<file path="src/rtl/bcd_seg_display_pkg.sv">
// Shared constants, glyph table and FSM state type for the BCD seven-segment display.
// Latency: n/a (package only).
// Backpressure: n/a (package only).
package bcd_seg_display_pkg;

  // Active-low segment patterns, bit order {g,f,e,d,c,b,a}
  localparam logic [6:0] SEG_BLANK = 7'h7F;
  localparam logic [6:0] SEG_DASH  = 7'h3F;

  // Glyphs for nibble values 0..F; listed from F down to 0 so index n holds glyph n
  localparam logic [15:0][6:0] SEG_GLYPH = {
    7'h0E, 7'h06, 7'h21, 7'h46, 7'h03, 7'h08,        // F E d C b A
    7'h10, 7'h00, 7'h78, 7'h02, 7'h12, 7'h19,        // 9 8 7 6 5 4
    7'h30, 7'h24, 7'h79, 7'h40                       // 3 2 1 0
  };

  typedef enum logic [1:0] {
    IDLE  = 2'd0,
    SHIFT = 2'd1,
    LOAD  = 2'd2
  } state_t;

  // Ceiling log2, never less than 1 so a counter always has at least one bit
  function automatic int clog2(input int n);
    int r;
    r = 0;
    for (int v = n - 1; v > 0; v = v >> 1) r++;
    return (r < 1) ? 1 : r;
  endfunction

endpackage

</file>
<file path="src/rtl/bcd_seg_display_seg7_decode.sv">
// Nibble to active-low seven-segment glyph (0-9, A-F).
// Latency: combinational.
// Backpressure: none.
module seg7_decode
  import bcd_seg_display_pkg::*;
(
  input  logic [3:0] nib,
  output logic [6:0] seg
);

  assign seg = SEG_GLYPH[nib];

endmodule

</file>
<file path="src/rtl/bcd_seg_display.sv">
// Iterative value-to-seven-segment converter (double dabble in decimal, plain shift in hex).
// Latency: start accepted at edge E0, seg/overflow/done update at edge E(WIDTH+1).
// Backpressure: start is ignored while busy=1; nothing is queued.
module bcd_seg_display
  import bcd_seg_display_pkg::*;
#(
  parameter int WIDTH    = 8,
  parameter int DIGITS   = 3,
  parameter int BLANK_LZ = 1
) (
  input  logic                  clk,
  input  logic                  reset_n,
  input  logic                  start,
  input  logic [WIDTH-1:0]      value,
  input  logic                  dec_mode,
  output logic                  busy,
  output logic                  done,
  output logic                  overflow,
  output logic [7*DIGITS-1:0]   seg
);

  localparam int CW = clog2(WIDTH + 1);
  localparam int DW = 4 * DIGITS;

  state_t            state_q, state_d;
  logic [WIDTH-1:0]  val_q;
  logic [DW-1:0]     dig_q;
  logic [DW-1:0]     dig_adj;
  logic [DW-1:0]     dig_nxt;
  logic              dec_q;
  logic              ovf_sticky;
  logic [CW-1:0]     cnt_q;
  logic              busy_d, done_d;
  logic              accept, shift_en, out_en;
  logic [6:0]        glyph [DIGITS];
  logic [7*DIGITS-1:0] seg_nxt;

  // State register
  always_ff @(posedge clk or negedge reset_n) begin
    if (!reset_n) state_q <= IDLE;
    else          state_q <= state_d;
  end

  // Next state and per-state control strobes
  always_comb begin
    state_d  = state_q;
    busy_d   = 1'b0;
    done_d   = 1'b0;
    accept   = 1'b0;
    shift_en = 1'b0;
    out_en   = 1'b0;
    case (state_q)
      IDLE: begin
        if (start) begin
          accept  = 1'b1;
          busy_d  = 1'b1;
          state_d = SHIFT;
        end
      end
      SHIFT: begin
        busy_d   = 1'b1;
        shift_en = 1'b1;
        if (cnt_q == CW'(1)) state_d = LOAD;
      end
      LOAD: begin
        out_en  = 1'b1;
        done_d  = 1'b1;
        state_d = IDLE;
      end
      default: state_d = IDLE;
    endcase
  end

  // Add-3 correction on nibbles >= 5 before each shift; skipped in hex so latency is identical
  always_comb begin
    dig_adj = dig_q;
    if (dec_q) begin
      for (int k = 0; k < DIGITS; k++) begin
        if (dig_q[4*k +: 4] >= 4'd5) dig_adj[4*k +: 4] = dig_q[4*k +: 4] + 4'd3;
      end
    end
  end

  // Digit register takes the value MSB; its own MSB falls off and feeds the sticky overflow
  assign dig_nxt = {dig_adj[DW-2:0], val_q[WIDTH-1]};

  genvar g;
  generate
    for (g = 0; g < DIGITS; g++) begin : g_dec
      seg7_decode u_dec (
        .nib (dig_q[4*g +: 4]),
        .seg (glyph[g])
      );
    end
  endgenerate

  // Final glyph selection: dashes on overflow, otherwise glyphs with optional leading-zero blanking
  always_comb begin
    logic hi_zero;
    seg_nxt = '1;
    hi_zero = 1'b1;
    for (int k = DIGITS - 1; k >= 0; k--) begin
      hi_zero = hi_zero && (dig_q[4*k +: 4] == 4'd0);
      if (ovf_sticky)
        seg_nxt[7*k +: 7] = SEG_DASH;
      else if ((BLANK_LZ != 0) && (k > 0) && hi_zero)
        seg_nxt[7*k +: 7] = SEG_BLANK;
      else
        seg_nxt[7*k +: 7] = glyph[k];
    end
  end

  // Conversion datapath and registered outputs
  always_ff @(posedge clk or negedge reset_n) begin
    if (!reset_n) begin
      val_q      <= '0;
      dig_q      <= '0;
      dec_q      <= 1'b0;
      ovf_sticky <= 1'b0;
      cnt_q      <= '0;
      busy       <= 1'b0;
      done       <= 1'b0;
      overflow   <= 1'b0;
      seg        <= '1;
    end else begin
      busy <= busy_d;
      done <= done_d;
      if (accept) begin
        val_q      <= value;
        dec_q      <= dec_mode;
        dig_q      <= '0;
        ovf_sticky <= 1'b0;
        cnt_q      <= CW'(WIDTH);
      end else if (shift_en) begin
        val_q      <= val_q << 1;
        dig_q      <= dig_nxt;
        ovf_sticky <= ovf_sticky | dig_adj[DW-1];
        cnt_q      <= cnt_q - CW'(1);
      end
      if (out_en) begin
        seg      <= seg_nxt;
        overflow <= ovf_sticky;
      end
    end
  end

endmodule

</file>
<file path="config.mk">
export PLATFORM = sky130hd
export DESIGN_NAME = bcd_seg_display
export DESIGN_NICKNAME = d
export VERILOG_FILES = /design/src/rtl/bcd_seg_display_pkg.sv /design/src/rtl/bcd_seg_display_seg7_decode.sv /design/src/rtl/bcd_seg_display.sv
export SDC_FILE = /design/constraint.sdc
export NUM_CORES = 1
export LEC_CHECK = 0
export ABC_AREA = 1
export CORE_ASPECT_RATIO = 1.75
export CORE_UTILIZATION = 56
export DETAILED_ROUTE_END_ITERATION = 10
export PLACE_DENSITY = 0.8
export SYNTH_ARGS = -nofsm -noshare
export SYNTH_HDL_FRONTEND = slang
export SYNTH_SLANG_ARGS = --single-unit
</file>
<file path="constraint.sdc">
create_clock -name clk -period 1.95 [get_ports clk]
set_clock_uncertainty 0.1 [all_clocks]
set_input_delay 0.2925 -clock clk [delete_from_list [all_inputs] [get_ports clk]]
set_output_delay 0.2925 -clock clk [all_outputs]
set_load 0.02 [all_outputs]
</file>
==> impl_metrics.env <==
export IMPL_area_growth_pct=18.1
export IMPL_core_rowCount=35
export IMPL_leakage_nw=1.73
export IMPL_detail_route_antenna_nets=0
export IMPL_num_antenna_cells=0
export IMPL_cp_data_required_time_ns=1.56
export IMPL_rr_worst_depth=6
export IMPL_cap_violations=0
export IMPL_worstSetupPathType="reg2out"
export IMPL_cts_buffers=5
export IMPL_slew_violations=0
export IMPL_regToRegStartpoint="dig_q[8]"
export IMPL_slowest_delay_ns=0.59
export IMPL_yosys_cell_types_count=26
export IMPL_rsz0062_at_grt="no"
export IMPL_post_route_min_period_ns=1.84
export IMPL_synth_top_area_share_pct=25.1
export IMPL_hold_path_depth=2
export IMPL_post_dp_hpwl_um=4730
export IMPL_crit_path_max_fanout=2
export IMPL_ios=36
export IMPL_yosys_top_cells_count="nand2_1, nor2_1, nand3_1"
export IMPL_fin_crit_sh_pct=94.2
export IMPL_r2r_end="seg[10]"
export IMPL_synth_top_area_cell="dfrtp_1"
export IMPL_synth_area_leaders="dfrtp_1, dfstp_2, nand2_1"
export IMPL_synth_nets=449
export IMPL_yosysSeqAreaShare_pct=43.0
export IMPL_status="finished clean"
export IMPL_grt_pass1_wl_um=11400
export IMPL_synth_top_flop_cell="dfrtp_1"
export IMPL_wl_um=6410
export IMPL_fin_util_pct=68.8
export IMPL_grt_pass1_vias=2584
export IMPL_multiInputGateArea_um2=1550
export IMPL_path_delay_family="buffers and inverters"
export IMPL_antenna_found_initial=0
export IMPL_clockBufferDepth=2
export IMPL_grt_max_degree=30
export IMPL_clk_pin_slew_ns=0.09
export IMPL_power_density_nw_per_um2=1490
export IMPL_cts_max_level=2
export IMPL_gp_congestion=0.885
export IMPL_clock_sinks=52
export IMPL_io_buffers=35
export IMPL_startpoint="seg[6]"
export IMPL_yosysMostFrequentCell="nand2_1"
export IMPL_relSlewSlack_pct=57.4
export IMPL_avgSynthCellArea_um2=7.42
export IMPL_hold_viol_final=0
export IMPL_drt_iter0_drc=100
export IMPL_clkLatencyLatePin_ns=0.31
export IMPL_cts_tree="yes"
export IMPL_nets=486
export IMPL_dr_total_vias=2791
export IMPL_ctsResizeCount=0
export IMPL_drcViolationCount=0
export IMPL_fillCellCount=461
export IMPL_endpoint_kind="output pin"
export IMPL_holdPathEnd="seg[13]"
export IMPL_slowest_stage="clkdlybuf4s50_1"
export IMPL_tightest_slew_ns=0.639
export IMPL_tns_ns=0
export IMPL_register_area_um2=1330
export IMPL_drive_above_1_share_pct=10.1
export IMPL_fmax_mhz=544
export IMPL_place_area_um2=3530
export IMPL_setup_violations=0
export IMPL_synth_edff_count=0
export IMPL_crit_buf_inv=1
export IMPL_first_pass_iters=5
export IMPL_synth_async_sr_flop_share_pct=100
export IMPL_peakVddDrop_mv=0.712
export IMPL_grt_usage_pct=25.0
export IMPL_final_instance_count_excl_fill=528
export IMPL_coreArea_um2=5300
export IMPL_wl_per_cell_um=12.1
export IMPL_synth_seq_cells=52
export IMPL_gr_total_overflow=0
export IMPL_die_height_um=100
export IMPL_viasPerCell=5.29
export IMPL_path_cells="clkdlybuf4s50_1"
export IMPL_crit_arrival_ns=1.45
export IMPL_yosys_warnings=0
export IMPL_syn_instance_count=416
export IMPL_die_area_um2=5820
export IMPL_synth_area_um2=3090
export IMPL_hold_path_startpoint="seg[13]"
export IMPL_initial_core_util_pct=58.2
export IMPL_fin_total_pwr_w=0.00542
export IMPL_final_area_um2=3640
export IMPL_place_inst=519
export IMPL_fp_dieW_um=58.1
export IMPL_r2r_setup_slack_ns=0.22
export IMPL_critPathLaunchType="register"
export IMPL_clockRootBuffer="clkbuf_8"
export IMPL_hold_class="reg2reg"
cells by family (layout without fill, tap and decap cells):
logic type      count (synthesis)  after routing  share of synthesized area, %
xor+xnor                        1              1                         0.284
simple gates                  242            242                          32.4
buf+inv                        52             90                          6.89
flops                          52             52                          43.0
compound gates                 48             48                          8.84
fa+ha+maj                      21             21                          8.52
power by group:
part           leakage, nW  total, W  switching (W)  internal, W
clock network       0.0552  0.000729       0.000348     0.000381
logic                 1.06   0.00271        0.00164      0.00107
registers            0.615   0.00198       0.000383      0.00160
total                 1.73   0.00542        0.00237      0.00305
layout make-up:
type	instances	share of cell area, %
Clock buffer	6	1.99
Multi-Input combinational cell	312	42.4
Timing Repair Buffer	44	11.7
Inverter	38	3.91
Sequential cell	52	36.4
Tap cell	74	2.54
Clock inverter	2	0.962
per-layer routing:
| metal | global-route usage (%) | part of all wire, % |
|---|---|---|
| met1 | 31.7 | 43 |
| met2 | 41.8 | 52 |
| met3 | 3.09 | 2.4 |
| met4 | 11.5 | 2.6 |
| met5 | 0 | 0 |
flip-flops by register name, summed over array words and instances, names as in the netlist:
register	count
done	1
overflow	1
val_q	8
dig_q	12
state_q	2
busy	1
cnt_q	4
dec_q	1
seg	21
ovf_sticky	1
how the worst max path moves through the flow:
stage | end | slack [ns] | depth (start not counted)
final | seg[6] | 0.11 | 1
after detailed placement | seg[10] | 0.26 | 6
after floorplan | dig_q[10] | 0.51 | 9
after global placement | seg[10] | 0.30 | 6
after CTS | seg[2] | 0.10 | 1
after global routing | seg[6] | 0.06 | 1
repair_timing:
| item | in CTS | in global routing |
|---|---|---|
| hold endpoints to repair | 7 | 0 |
| setup buffers | 0 | 0 |
| hold buffers | 1 | 0 |
layout by cell type, fill, tap and decap left out, types with 5 or more instances in the layout:
cell type	n
inv_1	33
dfrtp_1	31
nand3_1	54
o211ai_1	7
nand2_1	119
ha_1	21
dfstp_2	21
a21oi_1	12
nor2_1	60
o21ai_0	16
clkdlybuf4s50_1	34
buf_4	7
clkbuf_8	5
per-stage QoR:
| step | hold slack [ns] | worst slack [ns] |
|---|---|---|
| after floorplan | -0.103 | 0.507 |
| after global placement | 0.253 | 0.302 |
| after detailed placement | 0.252 | 0.259 |
| after CTS | 0.371 | 0.101 |
| after global routing | 0.381 | 0.0609 |
| final | 0.368 | 0.113 |
(Power assumes the default switching activity.)
